--- config.mk ---
export PLATFORM = sky130hd
export DESIGN_NAME = cp0_reg_flat
export DESIGN_NICKNAME = d
export VERILOG_FILES = /design/src/rtl/cp0_reg_pkg.sv /design/src/rtl/cp0_if.sv /design/src/rtl/cp0_timer.sv /design/src/rtl/cp0_reg.sv /design/src/flat_wrapper.sv
export SDC_FILE = /design/constraint.sdc
export NUM_CORES = 1
export LEC_CHECK = 0
export CORE_AREA = 2 2 99 101
export CTS_CLUSTER_DIAMETER = 150
export DETAILED_ROUTE_END_ITERATION = 12
export DIE_AREA = 0 0 101 103
export DONT_BUFFER_PORTS = 1
export HOLD_SLACK_MARGIN = 0.02
export PLACE_DENSITY = 0.69
export SLEW_MARGIN = 20
export SYNTH_ARGS = -nofsm -noshare
export SYNTH_HDL_FRONTEND = slang
export SYNTH_HIERARCHICAL = 1
export SYNTH_SLANG_ARGS = --single-unit
--- constraint.sdc ---
create_clock -name clk -period 5.13 [get_ports clk]
set_input_delay 0.7695 -clock clk [delete_from_list [all_inputs] [get_ports clk]]
set_output_delay 0.7695 -clock clk [all_outputs]
set_load 0.02 [all_outputs]
--- src/rtl/cp0_reg_pkg.sv ---
// Shared CP0 constants: bus widths, register addresses, ExcCodes and software write masks.
package cp0_reg_pkg;

   localparam int DATA_BUS_W     = 32;
   localparam int REG_ADDR_BUS_W = 5;

   typedef logic [DATA_BUS_W-1:0]     data_bus_t;
   typedef logic [REG_ADDR_BUS_W-1:0] reg_addr_t;

   localparam reg_addr_t CP0_REG_BADVADDR = 5'd8;
   localparam reg_addr_t CP0_REG_COUNT    = 5'd9;
   localparam reg_addr_t CP0_REG_COMPARE  = 5'd11;
   localparam reg_addr_t CP0_REG_STATUS   = 5'd12;
   localparam reg_addr_t CP0_REG_CAUSE    = 5'd13;
   localparam reg_addr_t CP0_REG_EPC      = 5'd14;
   localparam reg_addr_t CP0_REG_PRID     = 5'd15;

   localparam logic [4:0] EXC_INT  = 5'd0;
   localparam logic [4:0] EXC_ADEL = 5'd4;
   localparam logic [4:0] EXC_ADES = 5'd5;
   localparam logic [4:0] EXC_SYS  = 5'd8;
   localparam logic [4:0] EXC_BP   = 5'd9;
   localparam logic [4:0] EXC_RI   = 5'd10;
   localparam logic [4:0] EXC_OV   = 5'd12;

   // IM[15:8], EXL, IE in Status; software interrupt bits IP[9:8] in Cause
   localparam data_bus_t STATUS_WMASK = 32'h0000_FF03;
   localparam data_bus_t CAUSE_WMASK  = 32'h0000_0300;

   localparam int STATUS_IE_BIT  = 0;
   localparam int STATUS_EXL_BIT = 1;
   localparam int CAUSE_BD_BIT   = 31;

   function automatic data_bus_t masked_write(data_bus_t old_val, data_bus_t new_val,
                                              data_bus_t mask);
      return (old_val & ~mask) | (new_val & mask);
   endfunction

endpackage

--- src/rtl/cp0_if.sv ---
// CP0 port bundle between the pipeline (master) and the CP0 register file (slave).
// No handshake: reads are combinational, writes/exceptions/eret are single-cycle strobes.
interface cp0_if;
   import cp0_reg_pkg::*;

   reg_addr_t  raddr_i;
   data_bus_t  data_o;
   logic       we_i;
   reg_addr_t  waddr_i;
   data_bus_t  wdata_i;
   logic [5:0] int_i;
   logic       exc_valid_i;
   logic [4:0] exc_code_i;
   data_bus_t  exc_pc_i;
   logic       exc_bd_i;
   data_bus_t  exc_badvaddr_i;
   logic       eret_i;
   data_bus_t  status_o;
   data_bus_t  cause_o;
   data_bus_t  epc_o;
   logic       int_pending_o;
   logic       timer_int_o;

   modport master (
      output raddr_i, we_i, waddr_i, wdata_i, int_i, exc_valid_i, exc_code_i,
             exc_pc_i, exc_bd_i, exc_badvaddr_i, eret_i,
      input  data_o, status_o, cause_o, epc_o, int_pending_o, timer_int_o
   );

   modport slave (
      input  raddr_i, we_i, waddr_i, wdata_i, int_i, exc_valid_i, exc_code_i,
             exc_pc_i, exc_bd_i, exc_badvaddr_i, eret_i,
      output data_o, status_o, cause_o, epc_o, int_pending_o, timer_int_o
   );

endinterface

--- src/rtl/cp0_timer.sv ---
// Count/Compare timer: free-running Count, Compare register and sticky match flag.
module cp0_timer
   import cp0_reg_pkg::*;
(
   input  logic      clk,
   input  logic      rst,
   input  logic      count_we_i,
   input  logic      compare_we_i,
   input  data_bus_t wdata_i,
   output data_bus_t count_o,
   output data_bus_t compare_o,
   output logic      timer_int_o
);

   data_bus_t count_q, count_d;
   data_bus_t compare_q, compare_d;
   logic      timer_q, timer_d;

   always_comb begin
      count_d   = count_we_i ? wdata_i : count_q + 32'd1;
      compare_d = compare_we_i ? wdata_i : compare_q;
      timer_d   = timer_q;
      // Compare write wins over a simultaneous match
      if (compare_we_i)
         timer_d = 1'b0;
      else if (count_q == compare_q)
         timer_d = 1'b1;
   end

   always_ff @(posedge clk or negedge rst) begin
      if (!rst) begin
         count_q   <= '0;
         compare_q <= '0;
         timer_q   <= 1'b0;
      end else begin
         count_q   <= count_d;
         compare_q <= compare_d;
         timer_q   <= timer_d;
      end
   end

   assign count_o     = count_q;
   assign compare_o   = compare_q;
   assign timer_int_o = timer_q;

endmodule

--- src/rtl/cp0_reg.sv ---
// MIPS32 CP0 register file: Status/Cause/EPC/BadVAddr/PRId, exception capture and interrupt flag.
// Define CP0_TIMER_EN to include the Count/Compare timer; otherwise Count/Compare read 0.
module cp0_reg
   import cp0_reg_pkg::*;
#(
   parameter data_bus_t PRID_VALUE   = 32'h0001_8000,
   parameter data_bus_t STATUS_RESET = 32'h1000_0000
)
(
   input  logic clk,
   input  logic rst,
   cp0_if.slave bus
);

   data_bus_t badvaddr_q, badvaddr_d;
   data_bus_t status_q, status_d;
   data_bus_t cause_q, cause_d;
   data_bus_t epc_q, epc_d;
   data_bus_t count, compare;
   logic      timer_int;
   logic      sw_we;
   data_bus_t rdata;

   // Exception and eret drop a same-cycle mtc0 entirely
   assign sw_we = bus.we_i & ~bus.exc_valid_i & ~bus.eret_i;

`ifdef CP0_TIMER_EN
   cp0_timer u_timer (
      .clk          (clk),
      .rst          (rst),
      .count_we_i   (sw_we && (bus.waddr_i == CP0_REG_COUNT)),
      .compare_we_i (sw_we && (bus.waddr_i == CP0_REG_COMPARE)),
      .wdata_i      (bus.wdata_i),
      .count_o      (count),
      .compare_o    (compare),
      .timer_int_o  (timer_int)
   );
`else
   assign count     = '0;
   assign compare   = '0;
   assign timer_int = 1'b0;
`endif

   always_comb begin
      badvaddr_d = badvaddr_q;
      status_d   = status_q;
      cause_d    = cause_q;
      epc_d      = epc_q;
      cause_d[15:10] = {timer_int | bus.int_i[5], bus.int_i[4:0]};
      if (bus.exc_valid_i) begin
         // Nested exception keeps the original EPC/BD
         if (!status_q[STATUS_EXL_BIT]) begin
            epc_d                  = bus.exc_bd_i ? bus.exc_pc_i - 32'd4 : bus.exc_pc_i;
            cause_d[CAUSE_BD_BIT]  = bus.exc_bd_i;
            status_d[STATUS_EXL_BIT] = 1'b1;
         end
         cause_d[6:2] = bus.exc_code_i;
         if ((bus.exc_code_i == EXC_ADEL) || (bus.exc_code_i == EXC_ADES))
            badvaddr_d = bus.exc_badvaddr_i;
      end else if (bus.eret_i) begin
         status_d[STATUS_EXL_BIT] = 1'b0;
      end else if (sw_we) begin
         case (bus.waddr_i)
            CP0_REG_STATUS: status_d = masked_write(status_q, bus.wdata_i, STATUS_WMASK);
            CP0_REG_CAUSE:  cause_d  = masked_write(cause_d, bus.wdata_i, CAUSE_WMASK);
            CP0_REG_EPC:    epc_d    = bus.wdata_i;
            default: ;
         endcase
      end
   end

   always_ff @(posedge clk or negedge rst) begin
      if (!rst) begin
         badvaddr_q <= '0;
         status_q   <= STATUS_RESET;
         cause_q    <= '0;
         epc_q      <= '0;
      end else begin
         badvaddr_q <= badvaddr_d;
         status_q   <= status_d;
         cause_q    <= cause_d;
         epc_q      <= epc_d;
      end
   end

   always_comb begin
      rdata = '0;
      case (bus.raddr_i)
         CP0_REG_BADVADDR: rdata = badvaddr_q;
         CP0_REG_COUNT:    rdata = count;
         CP0_REG_COMPARE:  rdata = compare;
         CP0_REG_STATUS:   rdata = status_q;
         CP0_REG_CAUSE:    rdata = cause_q;
         CP0_REG_EPC:      rdata = epc_q;
         CP0_REG_PRID:     rdata = PRID_VALUE;
         default:          rdata = '0;
      endcase
   end

   assign bus.data_o        = rdata;
   assign bus.status_o      = status_q;
   assign bus.cause_o       = cause_q;
   assign bus.epc_o         = epc_q;
   assign bus.timer_int_o   = timer_int;
   assign bus.int_pending_o = status_q[STATUS_IE_BIT] & ~status_q[STATUS_EXL_BIT]
                              & (|(cause_q[15:8] & status_q[15:8]));

endmodule
--- src/flat_wrapper.sv ---
// flat-port wrapper written by rule: the top's interface ports become plain ports
module cp0_reg_flat import cp0_reg_pkg::*;
#(
   parameter data_bus_t PRID_VALUE   = 32'h0001_8000,
   parameter data_bus_t STATUS_RESET = 32'h1000_0000
)
  (clk, rst, bus_raddr_i, bus_we_i, bus_waddr_i, bus_wdata_i, bus_int_i, bus_exc_valid_i, bus_exc_code_i, bus_exc_pc_i, bus_exc_bd_i, bus_exc_badvaddr_i, bus_eret_i, bus_data_o, bus_status_o, bus_cause_o, bus_epc_o, bus_int_pending_o, bus_timer_int_o);
  cp0_if bus_i ();
  input  logic clk;
  input  logic rst;
  input wire logic [$bits(bus_i.raddr_i)-1:0] bus_raddr_i;
  input wire logic [$bits(bus_i.we_i)-1:0] bus_we_i;
  input wire logic [$bits(bus_i.waddr_i)-1:0] bus_waddr_i;
  input wire logic [$bits(bus_i.wdata_i)-1:0] bus_wdata_i;
  input wire logic [$bits(bus_i.int_i)-1:0] bus_int_i;
  input wire logic [$bits(bus_i.exc_valid_i)-1:0] bus_exc_valid_i;
  input wire logic [$bits(bus_i.exc_code_i)-1:0] bus_exc_code_i;
  input wire logic [$bits(bus_i.exc_pc_i)-1:0] bus_exc_pc_i;
  input wire logic [$bits(bus_i.exc_bd_i)-1:0] bus_exc_bd_i;
  input wire logic [$bits(bus_i.exc_badvaddr_i)-1:0] bus_exc_badvaddr_i;
  input wire logic [$bits(bus_i.eret_i)-1:0] bus_eret_i;
  output wire logic [$bits(bus_i.data_o)-1:0] bus_data_o;
  output wire logic [$bits(bus_i.status_o)-1:0] bus_status_o;
  output wire logic [$bits(bus_i.cause_o)-1:0] bus_cause_o;
  output wire logic [$bits(bus_i.epc_o)-1:0] bus_epc_o;
  output wire logic [$bits(bus_i.int_pending_o)-1:0] bus_int_pending_o;
  output wire logic [$bits(bus_i.timer_int_o)-1:0] bus_timer_int_o;
  assign bus_i.raddr_i = bus_raddr_i;
  assign bus_i.we_i = bus_we_i;
  assign bus_i.waddr_i = bus_waddr_i;
  assign bus_i.wdata_i = bus_wdata_i;
  assign bus_i.int_i = bus_int_i;
  assign bus_i.exc_valid_i = bus_exc_valid_i;
  assign bus_i.exc_code_i = bus_exc_code_i;
  assign bus_i.exc_pc_i = bus_exc_pc_i;
  assign bus_i.exc_bd_i = bus_exc_bd_i;
  assign bus_i.exc_badvaddr_i = bus_exc_badvaddr_i;
  assign bus_i.eret_i = bus_eret_i;
  assign bus_data_o = bus_i.data_o;
  assign bus_status_o = bus_i.status_o;
  assign bus_cause_o = bus_i.cause_o;
  assign bus_epc_o = bus_i.epc_o;
  assign bus_int_pending_o = bus_i.int_pending_o;
  assign bus_timer_int_o = bus_i.timer_int_o;
  cp0_reg #(.PRID_VALUE(PRID_VALUE), .STATUS_RESET(STATUS_RESET)) u_core (.clk(clk), .rst(rst), .bus(bus_i));
endmodule
==> results of run 1 <==
layout make-up:
type | count | area (sq um)
clock buffers | 12 | 145
clock inverters | 4 | 53.8
fillers | 878 | 4340
inverters | 12 | 45.0
multi-input cells | 368 | 2500
flip-flops and latches | 88 | 2200
well taps | 114 | 143
repair buffers | 4 | 30.0
path summary, 6_finish.rpt:
kind / to / slack, ns
max: bus_data_o[10] / 2.15
min: u_core/badvaddr_q[26] / 0.08
max reg2reg: u_core/bus.epc_o[21] / 2.77
min reg2reg: u_core/badvaddr_q[6] / 0.51
max in group asynchronous: u_core/bus.epc_o[1] / 4.90
min in group clk: u_core/bus.cause_o[11] / 0.42
stage by stage:
step           hold WS, ns  setup slack [ns]  cell area [sq um]
2_1_floorplan        0.474              2.21               5150
3_3_place_gp         0.475              2.23               4920
3_5_place_dp         0.475              2.19               4920
4_1_cts             0.0682              2.22               5120
5_1_grt             0.0606              2.08               5120
6_report            0.0845              2.15               5120
synthesized netlist by cell type (all sizes together), types with 4 or more instances:
library cell	number	area, sq um
a22oi	16	120
nor4b	4	35.0
a21oi	15	75.1
a222oi	8	80.1
xor2	4	35.0
or3	13	82.6
mux2	50	563
buf	48	358
o211ai	6	45.0
mux2i	8	80.1
o21ai	28	144
nor4	12	75.1
clkbuf	21	81.3
o22ai	4	25.0
nand4	5	31.3
nand3	10	50.1
dfrtp	88	2200
a22o	17	149
inv	12	45.0
nand2b	4	25.0
nor2	23	86.3
nand2	43	161
nor3	11	60.1
xnor2	17	149
kinds of logic (layout without fill, tap and decap cells):
group / count (synthesis) / after routing / share of synthesized area (%)
AOI/OAI and AO/OA: 108 / 108 / 15.0
adders and majority gates: 1 / 1 / 0.250
buffers and inverters: 81 / 32 / 9.67
other: 2 / 41 / 0.150
muxes: 58 / 58 / 12.8
DFF: 88 / 88 / 44.0
and+or+nand+nor: 139 / 139 / 14.4
xor gates and xnor gates: 21 / 21 / 3.67
flip-flops by register name (all words and copies together), names as in the netlist:
name	cells
u_core/bus.status_o	10
u_core/badvaddr_q	32
u_core/bus.cause_o	14
u_core/bus.epc_o	32
layer usage:
metal	global-route usage (%)	vias up	wire, um
li1	-	1707	-
met1	33.9	1908	5730
met2	41.8	214	6890
met3	7.80	12	1390
met4	8.84	0	192
met5	0	-	0
critical path, stage by stage:
cell and delay (ns):
nand2_1 0.11, nor4_2 0.84, a22oi_1 0.24, nand2_1 0.24
power groups by stage:
stage	combinational, mW	sequential (mW)	clock (mW)
floorplan	0.230	0.969	0
global placement	0.221	1.01	0
detailed placement	0.230	1.02	0
CTS	0.230	1.00	0.500
global route	0.255	1.02	0.530
finish	0.232	1.00	0.489
==> impl_results.md, run 1 <==
- Outcome: finished, final reports clean
- Core Box Area: 0.00946 sq mm
- GRT overflow: 0
- Clk root buf: clkbuf_8
- Syn avg cell area: roughly 10 sq um
- H-Tree Depth: 3
- Number of setup violations in the final report: 0
- Post-layout minimum cycle time: ~3 ns
- Via density per instance: about 6.4
- NumNets Final: 607
- DP Wirelength: roughly 11,000 um
- Total GRT Usage: roughly a quarter
- Post-synth EDFFs: 0
- Worst r2r src: u_core/bus.status_o[1]
- Sequential fraction of the synthesis area: 44.0%
- Synth Cell Area: 0.00501 sq mm
- Antenna-violating nets left: 0
- Commonest non-fill, non-tap cell in the layout: dfrtp_1
- Die area: 0.0104 sq mm
- Port buffer count: 0
- Worst Tran Pin Value: 1.10 ns
- Sw frac: about a third
- Synth unique cells: 53
- Primary FF master, synth: dfrtp_1
- Most frequent cells in the layout: dfrtp_1, mux2_2, nand2_1
- Post-Place Cells: 586
- Seq pwr share: 58.2%
- Clock share of power: between 20 and 30%
- RSZ-0062 raised after global routing: false
- Mapped Cells: 498
- Post-layout total power: 1.72 mW
- Final Slew Violations: 0
- Final Routed Wirelength: 14,200 um
- YS warnings: 6
- Share of cells above drive strength 1: 17.0%
- Psw: ~560 uW
- Crit Path Max Fanout: 10
- Reg clk slew, reported paths: 0.09 ns
- Arr. time, crit path: 2.21 ns
- PwrDens: approximately 340 mW/mm^2
- CTS tree: done
- R2R cell count: 4
- Req. time, crit path: 4.36 ns
- Count of hold-fix buffers inserted at cts: 0
- Setup TNS: 0 ns
- Setup Fix Bufs, Post-CTS: 0
- Die W: 101 um
- Std-Cell Rows: 36
- Startpoint Class: input pin
- DRC violation count after routing: 0
- Flops & latches, synth: 88
- Layout Skew: between 0.007 and 0.008 ns
- CTS Buf Count: 9
- Hold crit path type: input pin to asynchronous set/reset pin
- Final Hold Viols: 0
- Max-cap violations: 0
- Largest net degree at the start of global routing: 89
- Worst skew pair latency: roughly 0.37 ns
- VDD IR max: 141 uV
- Share of total power in combinational logic: 13.4%
- Final cell count without fillers: 602
- Vias in the first global route: 3,603
- DRT Pass-1 Iters: 5
- Asr flop ratio synth: 100%
- Area growth from synthesis to layout: 2.30%
- Leakage: between 2 and 2.5 nW
- Internal power: 1.16 mW
- Slew headroom: between 20% and 30%
- Kind of critical path: input pin to primary output
- Ant. Diodes: 0
- Clk buf depth: 2
- Post-CTS sizing: 0
- Detailed Route Iter0 Violations: 315
- Worst setup EP type: primary output
- Die Ht: a little over 100 um
- Fmax: about 340 MHz
- I/O pins: 253
- First-pass GRT wire length: 20,000 um
- Clk sinks: 88
- Initial Utilization: 52.9%
- GP Congestion: 0.943
- Via count: a little under 4,000
- Avg WL per Cell: about 24 um
- Crit path from: bus_raddr_i[2]
- Initial antenna violation count: 0
- Final Cycle Share: roughly three fifths
- Fin util: 54.2%
Power figures use the tool's default switching activity.
==> inputs of run 2 (changes only) <==
- CORE_AREA: 2 2 99 101 -> 2 2 97 99
- DIE_AREA: 0 0 101 103 -> 0 0 99 101
- PLACE_DENSITY: 0.69 -> 0.72
- clock period: 5.13 -> 2.9 ns (I/O delays scaled with it)
==> impl_results.md, run 2 (synthesis results as in run 1) <==
- Outcome: finished, final reports clean
- Largest net degree at the start of global routing: 89
- Startpoint Class: register
- Avg WL per Cell: 23.3 um
- DRT Pass-1 Iters: 6
- DP Area: 0.00500 sq mm
- Ant. Diodes: 0
- First-pass GRT wire length: 21,400 um
- Clk root buf: clkbuf_8
- DRC violation count after routing: 0
- H-Tree Depth: 3
- CTS Buf Count: 9
- Post-CTS sizing: 0
- Via count: 3,877
- Clk buf depth: 2
- Post-route cell area: 0.00523 sq mm
- Crit-path cells: a22o_1, a221oi_1, a311oi_1
- Initial Utilization: a little under three fifths
- Detailed Route Iter0 Violations: 296
- Final Routed Wirelength: about 14,000 um
- Post-layout minimum cycle time: ~2.3 ns
- Number of setup violations in the final report: 0
- GRT overflow: 0
- Setup TNS: 0 ns
- Layout Skew: around 0.007 ns
- Share of cells above drive strength 1: between 10% and 20%
- Most frequent cells in the layout: dfrtp_1, mux2_2, nand2_1
- Die W: 99 um
- CTS tree: done
- Leakage: 2.25 nW
- Worst skew pair latency: 0.36 ns
- R2R cell count: 6
- Largest stage delay, worst path: between 0.6 and 0.7 ns
- Slew headroom: 48.8%
- VDD IR max: 242 uV
- I/O pins: 253
- Reg clk slew, reported paths: 0.09 ns
- Arr. time, crit path: 1.82 ns
- Max-cap violations: 0
- Clk sinks: between 80 and 90
- Std-Cell Rows: 35
- GP Congestion: 0.851
- Via density per instance: 6.35
- Fmax: 444 MHz
- Worst setup EP type: primary output
- Final Cycle Share: 77.7%
- Commonest non-fill, non-tap cell in the layout: dfrtp_1
- RSZ-0062 raised after global routing: false
- Total GRT Usage: roughly 28%
- Die area: 0.0100 sq mm
- Final Slew Violations: 0
- Hold crit path type: input pin to register
- Core Box Area: about 0.009 sq mm
- Port buffer count: 0
- Hold Path Depth: 0
- PwrDens: roughly 590 mW/mm^2
- Vias in the first global route: about 3,900
- DP Wirelength: 10,600 um
- Antenna-violating nets left: 0
- Final Hold Viols: 0
- Kind of critical path: register to primary output
- Req. time, crit path: 2.47 ns
- Worst Tran Pin Value: about 0.77 ns
- Die Ht: 101 um
- Initial antenna violation count: 0
- Area growth from synthesis to layout: 4.42%
- NumNets Final: 619
- Slowest-stage cell, CP: a311oi_1
- Crit Path Max Fanout: 4
- Fill count: between 800 and 900
run 2: cell types whose count changed in the layout (fill, tap and decap cells not counted), sizes merged:
cell	before	now
inv	12	13
buf	4	15
clkinv	1	0
clkinvlp	2	4
clkbuf	12	10
dlygate4sd3	0	1
run 2: metrics by stage:
stage               power, mW  util [%]  std cells  hold slack [ns]  worst slack, ns
floorplan                2.12         -        537            0.139            0.573
global placement         2.18      55.7        593            0.142            0.475
detailed placement       2.21      55.7        593            0.143            0.463
CTS                      3.10      58.3        611           0.0759            0.627
global route             3.23      58.3        611           0.0607            0.556
finish                   3.08      58.3        611           0.0868            0.647
run 2: path summary, 6_finish.rpt:
kind | start | endpoint | slack (ns)
worst max-delay path | u_core/bus.status_o[13] | bus_int_pending_o | 0.65
max in group asynchronous | rst | u_core/bus.epc_o[5] | 1.90
min in group asynchronous | rst | u_core/badvaddr_q[5] | 0.66
worst min register to register | u_core/badvaddr_q[31] | u_core/badvaddr_q[31] | 0.52
worst max register to register | u_core/bus.status_o[1] | u_core/bus.epc_o[23] | 0.93
worst min-delay path | bus_int_i[2] | u_core/bus.cause_o[12] | 0.09
run 2: cell type report:
class,instances,area [sq um],area share [%]
clock buffer,10,128,2.44
clock inverter,6,68.8,1.32
inverter,12,45.0,0.861
multi-input combinational,368,2500,47.9
sequential,88,2200,42.1
tap,111,139,2.66
timing repair buffer,16,143,2.73
run 2: worst max-delay path: cells and delay by family, from the launching register on:
kind	cells	cell delay (ns)
AOI/OAI and AO/OA	3	0.93
DFF	1	0.52
run 2: power breakdown:
part	total, mW	internal (mW)	switching (mW)
combinational	0.445	0.203	0.242
clock	0.870	0.401	0.468
sequential	1.77	1.44	0.334
total	3.08	2.04	1.04
run 2: what timing repair did:
action | in CTS | in global routing
setup buffers | 0 | 0
hold buffers | 2 | 0
hold endpoints to repair | 88 | 0
run 2: per-layer routing:
layer  part of all wire, %  GRT usage, %  vias to the layer above  wire length (um)
met2                    48          44.2                      217              6800
met5                     0             0                        -                 0
li1                      -             -                     1733                 -
met1                    42          37.1                     1902              5970
met4                   1.8          8.22                        0               261
met3                   8.6          8.60                       25              1230
